File: config.mk
export PLATFORM = sky130hd
export DESIGN_NAME = tournament_pred_ctrl_flat
export DESIGN_NICKNAME = d
export VERILOG_FILES = /design/src/rtl/tournament_pred_ctrl_if.sv /design/src/rtl/tournament_pred_ctrl.sv /design/src/flat_wrapper.sv
export SDC_FILE = /design/constraint.sdc
export NUM_CORES = 1
export LEC_CHECK = 0
export ABC_CLOCK_PERIOD_IN_PS = 4150
export BUFFER_PORTS_ARGS = -buffer_cell sky130_fd_sc_hd__buf_2
export CAP_MARGIN = 20
export CORE_ASPECT_RATIO = 0.75
export CORE_UTILIZATION = 52
export CTS_BUF_LIST = sky130_fd_sc_hd__clkbuf_8 sky130_fd_sc_hd__clkbuf_16
export DETAILED_ROUTE_END_ITERATION = 16
export GPL_ROUTABILITY_DRIVEN = 1
export PLACE_DENSITY = 0.8
export SETUP_SLACK_MARGIN = 0.4
export SYNTH_ARGS = -nofsm -noshare
export SYNTH_HDL_FRONTEND = slang
export SYNTH_SLANG_ARGS = --single-unit
export TNS_END_PERCENT = 10
File: constraint.sdc
create_clock -name clk_i -period 4.15 [get_ports clk_i]
set_clock_uncertainty 0.05 [all_clocks]
set_input_delay 0.2075 -clock clk_i [delete_from_list [all_inputs] [get_ports clk_i]]
set_output_delay 0.2075 -clock clk_i [all_outputs]
set_load 0.05 [all_outputs]
File: src/rtl/tournament_pred_ctrl_if.sv
`default_nettype none
// ============================================================================
// Module   : tournament_pred_ctrl_if
// Purpose  : Lookup, table-read, resolution and update bundle for the
//            tournament predictor sequencer (stats ports under PRED_STATS_EN).
// Revision : 1.0 - initial release
// ============================================================================
interface tournament_pred_ctrl_if #(
  parameter int PC_W  = 10,
  parameter int LHT_W = 10,
  parameter int PH_W  = 12
);
  logic             req_valid;
  logic             req_ready;
  logic [PC_W-1:0]  req_pc;
  logic [PC_W-1:0]  pc_out;
  logic             lht_rd_en;
  logic [LHT_W-1:0] lht_data;
  logic [LHT_W-1:0] lht_hist;
  logic             lp_rd_en;
  logic             lp_pred;
  logic             gp_rd_en;
  logic             gp_pred;
  logic             cp_choice;
  logic             pred_valid;
  logic             pred_taken;
  logic             res_valid;
  logic             res_ready;
  logic             res_taken;
  logic             upd_en;
  logic             upd_taken;
  logic             cp_upd_en;
  logic             cp_upd_dir;
  logic [PH_W-1:0]  path_hist;
  logic             busy;
`ifdef PRED_STATS_EN
  logic [15:0]      mispred_cnt;
  logic [15:0]      branch_cnt;

  modport slave (
    input  req_valid, req_pc, lht_data, lp_pred, gp_pred, cp_choice,
           res_valid, res_taken,
    output req_ready, pc_out, lht_rd_en, lht_hist, lp_rd_en, gp_rd_en,
           pred_valid, pred_taken, res_ready, upd_en, upd_taken,
           cp_upd_en, cp_upd_dir, path_hist, busy, mispred_cnt, branch_cnt
  );
  modport master (
    output req_valid, req_pc, lht_data, lp_pred, gp_pred, cp_choice,
           res_valid, res_taken,
    input  req_ready, pc_out, lht_rd_en, lht_hist, lp_rd_en, gp_rd_en,
           pred_valid, pred_taken, res_ready, upd_en, upd_taken,
           cp_upd_en, cp_upd_dir, path_hist, busy, mispred_cnt, branch_cnt
  );
`else
  modport slave (
    input  req_valid, req_pc, lht_data, lp_pred, gp_pred, cp_choice,
           res_valid, res_taken,
    output req_ready, pc_out, lht_rd_en, lht_hist, lp_rd_en, gp_rd_en,
           pred_valid, pred_taken, res_ready, upd_en, upd_taken,
           cp_upd_en, cp_upd_dir, path_hist, busy
  );
  modport master (
    output req_valid, req_pc, lht_data, lp_pred, gp_pred, cp_choice,
           res_valid, res_taken,
    input  req_ready, pc_out, lht_rd_en, lht_hist, lp_rd_en, gp_rd_en,
           pred_valid, pred_taken, res_ready, upd_en, upd_taken,
           cp_upd_en, cp_upd_dir, path_hist, busy
  );
`endif
endinterface
`default_nettype wire

File: src/rtl/tournament_pred_ctrl.sv
`default_nettype none
// ============================================================================
// Module   : tournament_pred_ctrl
// Purpose  : Sequences LHT -> LP -> GP/CP reads, emits the tournament
//            prediction, then updates tables and path history on resolution.
//            Define PRED_STATS_EN to add branch/mispredict counters.
// Revision : 1.0 - initial release
// ============================================================================
module tournament_pred_ctrl #(
  parameter int PC_W     = 10,
  parameter int LHT_W    = 10,
  parameter int PH_W     = 12,
  parameter int HOLD_CYC = 8
) (
  input  logic                  clk_i,
  input  logic                  rst_i,
  tournament_pred_ctrl_if.slave tp_if
);
  localparam int               CNT_W  = $clog2(HOLD_CYC + 1);
  localparam logic [CNT_W-1:0] c_hold = CNT_W'(HOLD_CYC);

  typedef enum logic [3:0] {
    S_IDLE     = 4'd0,
    S_LHT_RD   = 4'd1,
    S_LP_RD    = 4'd2,
    S_GP_RD0   = 4'd3,
    S_GP_RD1   = 4'd4,
    S_PREDICT  = 4'd5,
    S_WAIT_RES = 4'd6,
    S_UPDATE   = 4'd7,
    S_HOLD     = 4'd8
  } state_t;

  state_t           state_q, state_d;
  logic [PC_W-1:0]  pc_q, pc_d;
  logic [LHT_W-1:0] lht_q, lht_d;
  logic             lp_q, lp_d;
  logic             gp_q, gp_d;
  logic             pred_q, pred_d;
  logic             res_q, res_d;
  logic [PH_W-1:0]  path_q, path_d;
  logic [CNT_W-1:0] cnt_q, cnt_d;
`ifdef PRED_STATS_EN
  logic [15:0]      bcnt_q, bcnt_d;
  logic [15:0]      mcnt_q, mcnt_d;
`endif

  always_comb begin
    state_d = state_q;
    pc_d    = pc_q;
    lht_d   = lht_q;
    lp_d    = lp_q;
    gp_d    = gp_q;
    pred_d  = pred_q;
    res_d   = res_q;
    path_d  = path_q;
    cnt_d   = cnt_q;
`ifdef PRED_STATS_EN
    bcnt_d  = bcnt_q;
    mcnt_d  = mcnt_q;
`endif
    // Counter holds the cycle index since accept; saturates once the hold is met.
    if ((state_q != S_IDLE) && (cnt_q < c_hold)) begin
      cnt_d = cnt_q + CNT_W'(1);
    end

    case (state_q)
      S_IDLE: begin
        if (tp_if.req_valid) begin
          state_d = S_LHT_RD;
          pc_d    = tp_if.req_pc;
          cnt_d   = CNT_W'(1);
        end
      end
      S_LHT_RD: begin
        lht_d   = tp_if.lht_data;
        state_d = S_LP_RD;
      end
      S_LP_RD: begin
        lp_d    = tp_if.lp_pred;
        state_d = S_GP_RD0;
      end
      S_GP_RD0: state_d = S_GP_RD1;
      S_GP_RD1: begin
        gp_d    = tp_if.gp_pred;
        pred_d  = tp_if.cp_choice ? tp_if.gp_pred : lp_q;
        state_d = S_PREDICT;
      end
      S_PREDICT: state_d = S_WAIT_RES;
      S_WAIT_RES: begin
        if (tp_if.res_valid) begin
          res_d   = tp_if.res_taken;
          state_d = S_UPDATE;
        end
      end
      S_UPDATE: begin
        path_d  = {path_q[PH_W-2:0], res_q};
`ifdef PRED_STATS_EN
        bcnt_d  = bcnt_q + 16'd1;
        if (pred_q != res_q) begin
          mcnt_d = mcnt_q + 16'd1;
        end
`endif
        state_d = (cnt_q >= c_hold) ? S_IDLE : S_HOLD;
      end
      S_HOLD: begin
        if (cnt_q >= c_hold) begin
          state_d = S_IDLE;
        end
      end
      default: state_d = S_IDLE;
    endcase
  end

  always_ff @(posedge clk_i or posedge rst_i) begin
    if (rst_i) begin
      state_q <= S_IDLE;
      pc_q    <= '0;
      lht_q   <= '0;
      lp_q    <= 1'b0;
      gp_q    <= 1'b0;
      pred_q  <= 1'b0;
      res_q   <= 1'b0;
      path_q  <= '0;
      cnt_q   <= '0;
`ifdef PRED_STATS_EN
      bcnt_q  <= '0;
      mcnt_q  <= '0;
`endif
    end else begin
      state_q <= state_d;
      pc_q    <= pc_d;
      lht_q   <= lht_d;
      lp_q    <= lp_d;
      gp_q    <= gp_d;
      pred_q  <= pred_d;
      res_q   <= res_d;
      path_q  <= path_d;
      cnt_q   <= cnt_d;
`ifdef PRED_STATS_EN
      bcnt_q  <= bcnt_d;
      mcnt_q  <= mcnt_d;
`endif
    end
  end

  logic w_upd;
  assign w_upd = (state_q == S_UPDATE);

  assign tp_if.req_ready  = (state_q == S_IDLE);
  assign tp_if.busy       = (state_q != S_IDLE);
  assign tp_if.pc_out     = pc_q;
  assign tp_if.lht_rd_en  = (state_q == S_LHT_RD);
  assign tp_if.lht_hist   = lht_q;
  assign tp_if.lp_rd_en   = (state_q == S_LP_RD);
  assign tp_if.gp_rd_en   = (state_q == S_GP_RD0) || (state_q == S_GP_RD1);
  assign tp_if.pred_valid = (state_q == S_PREDICT);
  assign tp_if.pred_taken = pred_q;
  assign tp_if.res_ready  = (state_q == S_WAIT_RES);
  assign tp_if.upd_en     = w_upd;
  assign tp_if.upd_taken  = w_upd & res_q;
  // Choice table only learns when the two component predictors disagreed.
  assign tp_if.cp_upd_en  = w_upd & (lp_q ^ gp_q);
  assign tp_if.cp_upd_dir = w_upd & (gp_q ~^ res_q);
  assign tp_if.path_hist  = path_q;
`ifdef PRED_STATS_EN
  assign tp_if.branch_cnt  = bcnt_q;
  assign tp_if.mispred_cnt = mcnt_q;
`endif

endmodule
`default_nettype wire

File: src/flat_wrapper.sv
// flat-port wrapper written by rule: the top's interface ports become plain ports
module tournament_pred_ctrl_flat 
#(
  parameter int PC_W     = 10,
  parameter int LHT_W    = 10,
  parameter int PH_W     = 12,
  parameter int HOLD_CYC = 8
)
  (clk_i, rst_i, tp_if_req_valid, tp_if_req_pc, tp_if_lht_data, tp_if_lp_pred, tp_if_gp_pred, tp_if_cp_choice, tp_if_res_valid, tp_if_res_taken, tp_if_req_ready, tp_if_pc_out, tp_if_lht_rd_en, tp_if_lht_hist, tp_if_lp_rd_en, tp_if_gp_rd_en, tp_if_pred_valid, tp_if_pred_taken, tp_if_res_ready, tp_if_upd_en, tp_if_upd_taken, tp_if_cp_upd_en, tp_if_cp_upd_dir, tp_if_path_hist, tp_if_busy);
  tournament_pred_ctrl_if #(.PC_W(PC_W), .LHT_W(LHT_W), .PH_W(PH_W)) tp_if_i ();
  input  logic clk_i;
  input  logic rst_i;
  input wire logic [$bits(tp_if_i.req_valid)-1:0] tp_if_req_valid;
  input wire logic [$bits(tp_if_i.req_pc)-1:0] tp_if_req_pc;
  input wire logic [$bits(tp_if_i.lht_data)-1:0] tp_if_lht_data;
  input wire logic [$bits(tp_if_i.lp_pred)-1:0] tp_if_lp_pred;
  input wire logic [$bits(tp_if_i.gp_pred)-1:0] tp_if_gp_pred;
  input wire logic [$bits(tp_if_i.cp_choice)-1:0] tp_if_cp_choice;
  input wire logic [$bits(tp_if_i.res_valid)-1:0] tp_if_res_valid;
  input wire logic [$bits(tp_if_i.res_taken)-1:0] tp_if_res_taken;
  output wire logic [$bits(tp_if_i.req_ready)-1:0] tp_if_req_ready;
  output wire logic [$bits(tp_if_i.pc_out)-1:0] tp_if_pc_out;
  output wire logic [$bits(tp_if_i.lht_rd_en)-1:0] tp_if_lht_rd_en;
  output wire logic [$bits(tp_if_i.lht_hist)-1:0] tp_if_lht_hist;
  output wire logic [$bits(tp_if_i.lp_rd_en)-1:0] tp_if_lp_rd_en;
  output wire logic [$bits(tp_if_i.gp_rd_en)-1:0] tp_if_gp_rd_en;
  output wire logic [$bits(tp_if_i.pred_valid)-1:0] tp_if_pred_valid;
  output wire logic [$bits(tp_if_i.pred_taken)-1:0] tp_if_pred_taken;
  output wire logic [$bits(tp_if_i.res_ready)-1:0] tp_if_res_ready;
  output wire logic [$bits(tp_if_i.upd_en)-1:0] tp_if_upd_en;
  output wire logic [$bits(tp_if_i.upd_taken)-1:0] tp_if_upd_taken;
  output wire logic [$bits(tp_if_i.cp_upd_en)-1:0] tp_if_cp_upd_en;
  output wire logic [$bits(tp_if_i.cp_upd_dir)-1:0] tp_if_cp_upd_dir;
  output wire logic [$bits(tp_if_i.path_hist)-1:0] tp_if_path_hist;
  output wire logic [$bits(tp_if_i.busy)-1:0] tp_if_busy;
  assign tp_if_i.req_valid = tp_if_req_valid;
  assign tp_if_i.req_pc = tp_if_req_pc;
  assign tp_if_i.lht_data = tp_if_lht_data;
  assign tp_if_i.lp_pred = tp_if_lp_pred;
  assign tp_if_i.gp_pred = tp_if_gp_pred;
  assign tp_if_i.cp_choice = tp_if_cp_choice;
  assign tp_if_i.res_valid = tp_if_res_valid;
  assign tp_if_i.res_taken = tp_if_res_taken;
  assign tp_if_req_ready = tp_if_i.req_ready;
  assign tp_if_pc_out = tp_if_i.pc_out;
  assign tp_if_lht_rd_en = tp_if_i.lht_rd_en;
  assign tp_if_lht_hist = tp_if_i.lht_hist;
  assign tp_if_lp_rd_en = tp_if_i.lp_rd_en;
  assign tp_if_gp_rd_en = tp_if_i.gp_rd_en;
  assign tp_if_pred_valid = tp_if_i.pred_valid;
  assign tp_if_pred_taken = tp_if_i.pred_taken;
  assign tp_if_res_ready = tp_if_i.res_ready;
  assign tp_if_upd_en = tp_if_i.upd_en;
  assign tp_if_upd_taken = tp_if_i.upd_taken;
  assign tp_if_cp_upd_en = tp_if_i.cp_upd_en;
  assign tp_if_cp_upd_dir = tp_if_i.cp_upd_dir;
  assign tp_if_path_hist = tp_if_i.path_hist;
  assign tp_if_busy = tp_if_i.busy;
  tournament_pred_ctrl #(.PC_W(PC_W), .LHT_W(LHT_W), .PH_W(PH_W), .HOLD_CYC(HOLD_CYC)) u_core (.clk_i(clk_i), .rst_i(rst_i), .tp_if(tp_if_i));
endmodule
==> metrics.txt <==
# TYPE chip_impl_metric gauge
chip_impl_info{name="top_usage_layer",value="met2"} 1
chip_impl_metric{name="cts.path.max_buffers",unit=""} 2
chip_impl_metric{name="dr.first_iter.drc_count",unit=""} 57
chip_impl_metric{name="wirelength",unit="mm"} 3.75
chip_impl_metric{name="routedWlPerCell",unit="um"} 14.9
chip_impl_metric{name="fp.coreArea",unit="um^2"} 3380
chip_impl_info{name="main_combinational_cell_family_by_area_after_synthesis",value="multiplexers"} 1
chip_impl_metric{name="floorplan.initialDensity",unit="%"} 56.0
chip_impl_metric{name="synth_mux_area_share",unit="%"} 22.2
chip_impl_metric{name="horiz_die_dim",unit="um"} 71.6
chip_impl_metric{name="initial_antenna_violation_count",unit=""} 0
chip_impl_metric{name="number_of_global_route_vias_before_repair",unit=""} 1215
chip_impl_metric{name="slew_violations",unit=""} 0
chip_impl_metric{name="crit_buf_inv",unit=""} 1
chip_impl_metric{name="netlist.area_leader.share",unit="%"} 58.2
chip_impl_info{name="worst_path_dominant_cell_family",value="simple AND/OR/NAND/NOR gates"} 1
chip_impl_metric{name="post_cts_resized",unit=""} 0
chip_impl_metric{name="worst_path_largest_cell_delay",unit="ns"} 0.59
chip_impl_info{name="library_cell_with_the_highest_instance_count_after_synthesis",value="dfrtp_1"} 1
chip_impl_metric{name="grt_first_pass_wirelength",unit="mm"} 5.70
chip_impl_metric{name="numPortBuffers",unit=""} 71
chip_impl_metric{name="synth_adder_area_share",unit="%"} 1.32
chip_impl_metric{name="layout-drive-gt1-share",unit="%"} 55.7
chip_impl_metric{name="setup.reg_to_reg.worst_slack",unit="ns"} 2.34
chip_impl_metric{name="arrival_time_of_data_at_the_critical_path_endpoint",unit="ns"} 2.03
chip_impl_metric{name="yosys_register_bits",unit=""} 44
chip_impl_metric{name="layout-area-overhead-vs-synth",unit="%"} 24.7
chip_impl_metric{name="worst_ep_required_time",unit="ns"} 3.89
chip_impl_metric{name="routed-via-count",unit=""} 1314
chip_impl_info{name="critical_path.cell_chain",value="nand4b_2 > nor2_1 > buf_2"} 1
chip_impl_info{name="worst_path_slowest_cell",value="dfrtp_1"} 1
chip_impl_metric{name="timing.fmax",unit="MHz"} 436
chip_impl_metric{name="groute.layer.met3.usage",unit="%"} 6.26
chip_impl_metric{name="timing.setup.tns",unit="ns"} 0
chip_impl_metric{name="clk_latency",unit="ns"} 0.29
chip_impl_metric{name="synth-compound-area-share",unit="%"} 4.03
chip_impl_metric{name="post_synthesis_average_cell_area",unit="um^2"} 13.8
chip_impl_metric{name="synthDistinctLibCells",unit=""} 31
chip_impl_metric{name="holdWs",unit="ns"} 0.0854
chip_impl_metric{name="post_cts_buffers",unit=""} 0
chip_impl_metric{name="count_of_unresolved_drc_violations_after_routing",unit=""} 0
chip_impl_metric{name="r2r_cells",unit=""} 4
chip_impl_metric{name="cts_inserted_buffers",unit=""} 5
chip_impl_info{name="outcome",value="complete, no violations"} 1
chip_impl_metric{name="die_height",unit="um"} 54.2
chip_impl_metric{name="antenna_fix_cells",unit=""} 0
chip_impl_metric{name="layout.area.seq",unit="um^2"} 1100
chip_impl_metric{name="gp_congestion",unit=""} 0.829
chip_impl_info{name="worstHoldPathType",value="in2reg"} 1
chip_impl_metric{name="final.min_clock_period",unit="ns"} 2.29
chip_impl_info{name="timing.critical_path.from_type",value="register"} 1
chip_impl_info{name="dominantRegCellSynth",value="dfrtp_1"} 1
chip_impl_metric{name="setup_viol",unit=""} 0
chip_impl_metric{name="worstMarginPinSlew",unit="ns"} 0.554
chip_impl_info{name="setup.worst_path.class",value="reg2out"} 1
chip_impl_info{name="cts_tree",value="done"} 1
chip_impl_metric{name="use_met2",unit="%"} 34.6
chip_impl_info{name="worstHoldEndpoint",value="u_core.tp_if.lht_hist[9]$_DFFE_PP0P_"} 1
chip_impl_metric{name="timing.max_slew.rel_slack",unit="%"} 62.8
chip_impl_metric{name="fin_nets",unit=""} 242
chip_impl_info{name="timing.critical_path.to_type",value="primary output"} 1
chip_impl_info{name="cell_taking_the_most_area_after_synthesis",value="dfrtp_1"} 1
chip_impl_info{name="yosys-top-cells-count",value="dfrtp_1, mux2_2, a21oi_1, inv_1, nor2_1"} 1
chip_impl_metric{name="syn_inst",unit=""} 137
chip_impl_info{name="cts_root_buf",value="clkbuf_8"} 1
chip_impl_metric{name="tritoncts_num_sinks",unit=""} 44
chip_impl_metric{name="final_hold_viol_count",unit=""} 0
chip_impl_metric{name="grt_max_degree",unit=""} 45
chip_impl_metric{name="grt_util_all_layers",unit="%"} 20.0
chip_impl_metric{name="placed_cells_incl_taps",unit=""} 244
chip_impl_metric{name="setup_slack",unit="ns"} 1.86
chip_impl_metric{name="hold_depth",unit=""} 2
chip_impl_metric{name="synth_enable_flop_cells",unit=""} 0
chip_impl_info{name="worstReg2RegStart",value="u_core.state_q[0]$_DFFE_PP0P_"} 1
chip_impl_metric{name="layoutNonFillerInstCount",unit=""} 252
chip_impl_info{name="timing.rr.end",value="u_core.cnt_q[3]$_DFF_PP0_"} 1
chip_impl_metric{name="final_min_period_over_clock_period",unit="%"} 55.2
chip_impl_metric{name="design.die.area",unit="um^2"} 3890
chip_impl_metric{name="yosysSeqAreaShare",unit="%"} 58.2
chip_impl_metric{name="post-dp-hpwl",unit="mm"} 2.80
chip_impl_metric{name="rows",unit=""} 18
chip_impl_metric{name="cts.hold.buffers_added",unit=""} 1
chip_impl_metric{name="detailedRoute.firstPassIterationCount",unit=""} 4
chip_impl_metric{name="netlist_area_pre_place",unit="um^2"} 1890
chip_impl_metric{name="synthXorXnorAreaFrac",unit="%"} 0.926
chip_impl_metric{name="detail_route.vias_per_cell",unit=""} 5.21
chip_impl_metric{name="postRouteAntennaNets",unit=""} 0
chip_impl_info{name="rsz_0062_raised_after_global_routing",value="no"} 1
chip_impl_metric{name="cts.clk_slew.worst_paths",unit="ns"} 0.08
chip_impl_metric{name="maxCapViolCount",unit=""} 0
chip_impl_metric{name="multi_input_comb_area",unit="um^2"} 723
chip_impl_metric{name="gr-total-overflow",unit=""} 0
chip_impl_metric{name="async_flop_share",unit="%"} 100
chip_impl_metric{name="yosys_warnings",unit=""} 0
chip_impl_metric{name="synth_simple_gate_area_share",unit="%"} 9.79
chip_impl_metric{name="pre_cts_slack",unit="ns"} 2.18
chip_impl_info{name="hold_start",value="tp_if_lht_data[9]"} 1
chip_impl_metric{name="boundaryPins",unit=""} 72
chip_impl_metric{name="critPathMaxFanout",unit=""} 17
chip_impl_metric{name="htree_num_levels",unit=""} 2
chip_impl_info{name="post_synth_main_area_contributors",value="dfrtp_1, mux2_2, mux2i_1"} 1
chip_impl_metric{name="mappedNetlistNets",unit=""} 167
chip_impl_metric{name="final.fill_count",unit=""} 265
chip_impl_metric{name="global_route.usage.met1",unit="%"} 24.0
final cells by class:
type / instances / share of cell area [%]
flip-flops and latches: 44 / 46.7
multi-input cells: 80 / 30.7
repair buffers: 74 / 16.1
clock buffers: 5 / 2.92
well taps: 40 / 2.12
inverters: 7 / 1.11
clock inverters: 2 / 0.371
stage by stage:
step                area [um^2]  util, %
detailed placement         2270     67.2
CTS                        2360     69.8
global placement           2270     67.2
finish                     2360     69.8
floorplan                  1890        -
global route               2360     69.8
per-layer routing:
| layer | wire length (um) | vias up |
|---|---|---|
| li1 | - | 619 |
| met1 | 1570 | 649 |
| met2 | 1940 | 41 |
| met3 | 205 | 5 |
| met4 | 39 | 0 |
| met5 | 0 | - |
logic make-up after synthesis:
group / after synthesis
AOI/OAI and AO/OA: 12
xor gates and xnor gates: 2
adders and majority gates: 2
buffers and inverters: 13
DFF: 44
muxes: 37
and+or+nand+nor: 27
flip-flops by register name, summed over array words and instances, names as in the netlist:
register,cells
u_core.cnt_q,4
u_core.gp_q,1
u_core.lp_q,1
u_core.res_q,1
u_core.state_q,4
u_core.tp_if.lht_hist,10
u_core.tp_if.path_hist,12
u_core.tp_if.pc_out,10
u_core.tp_if.pred_taken,1
how the worst max path moves through the flow:
stage                                        from                         to  slack [ns]  depth (start not counted)
floorplan           u_core.state_q[0]$_DFFE_PP0P_  u_core.cnt_q[3]$_DFF_PP0_        1.66                          5
global placement    u_core.state_q[3]$_DFFE_PP0P_            tp_if_upd_taken        2.32                          3
detailed placement  u_core.state_q[3]$_DFFE_PP0P_            tp_if_upd_taken        2.18                          3
CTS                 u_core.state_q[2]$_DFFE_PP0P_            tp_if_upd_taken        1.85                          3
global route        u_core.state_q[2]$_DFFE_PP0P_            tp_if_upd_taken        1.68                          3
finish              u_core.state_q[2]$_DFFE_PP0P_            tp_if_upd_taken        1.86                          3
layout by cell type, fill, tap and decap left out, types with 2 or more instances in the layout:
cell	netlist	layout
mux2_2	30	30
buf_2	3	71
inv_1	7	7
clkbuf_8	0	5
mux2_4	2	2
nor3_1	3	3
mux2i_1	4	4
nand2b_1	2	2
nor3b_1	2	2
buf_4	0	2
nor2_1	7	7
nand2_1	4	4
a21o_1	2	2
a21oi_1	7	7
ha_1	2	2
dfrtp_1	44	44
Power is not shown: default switching activity piles up to over one toggle a cycle in this logic, so the estimate is an artifact.
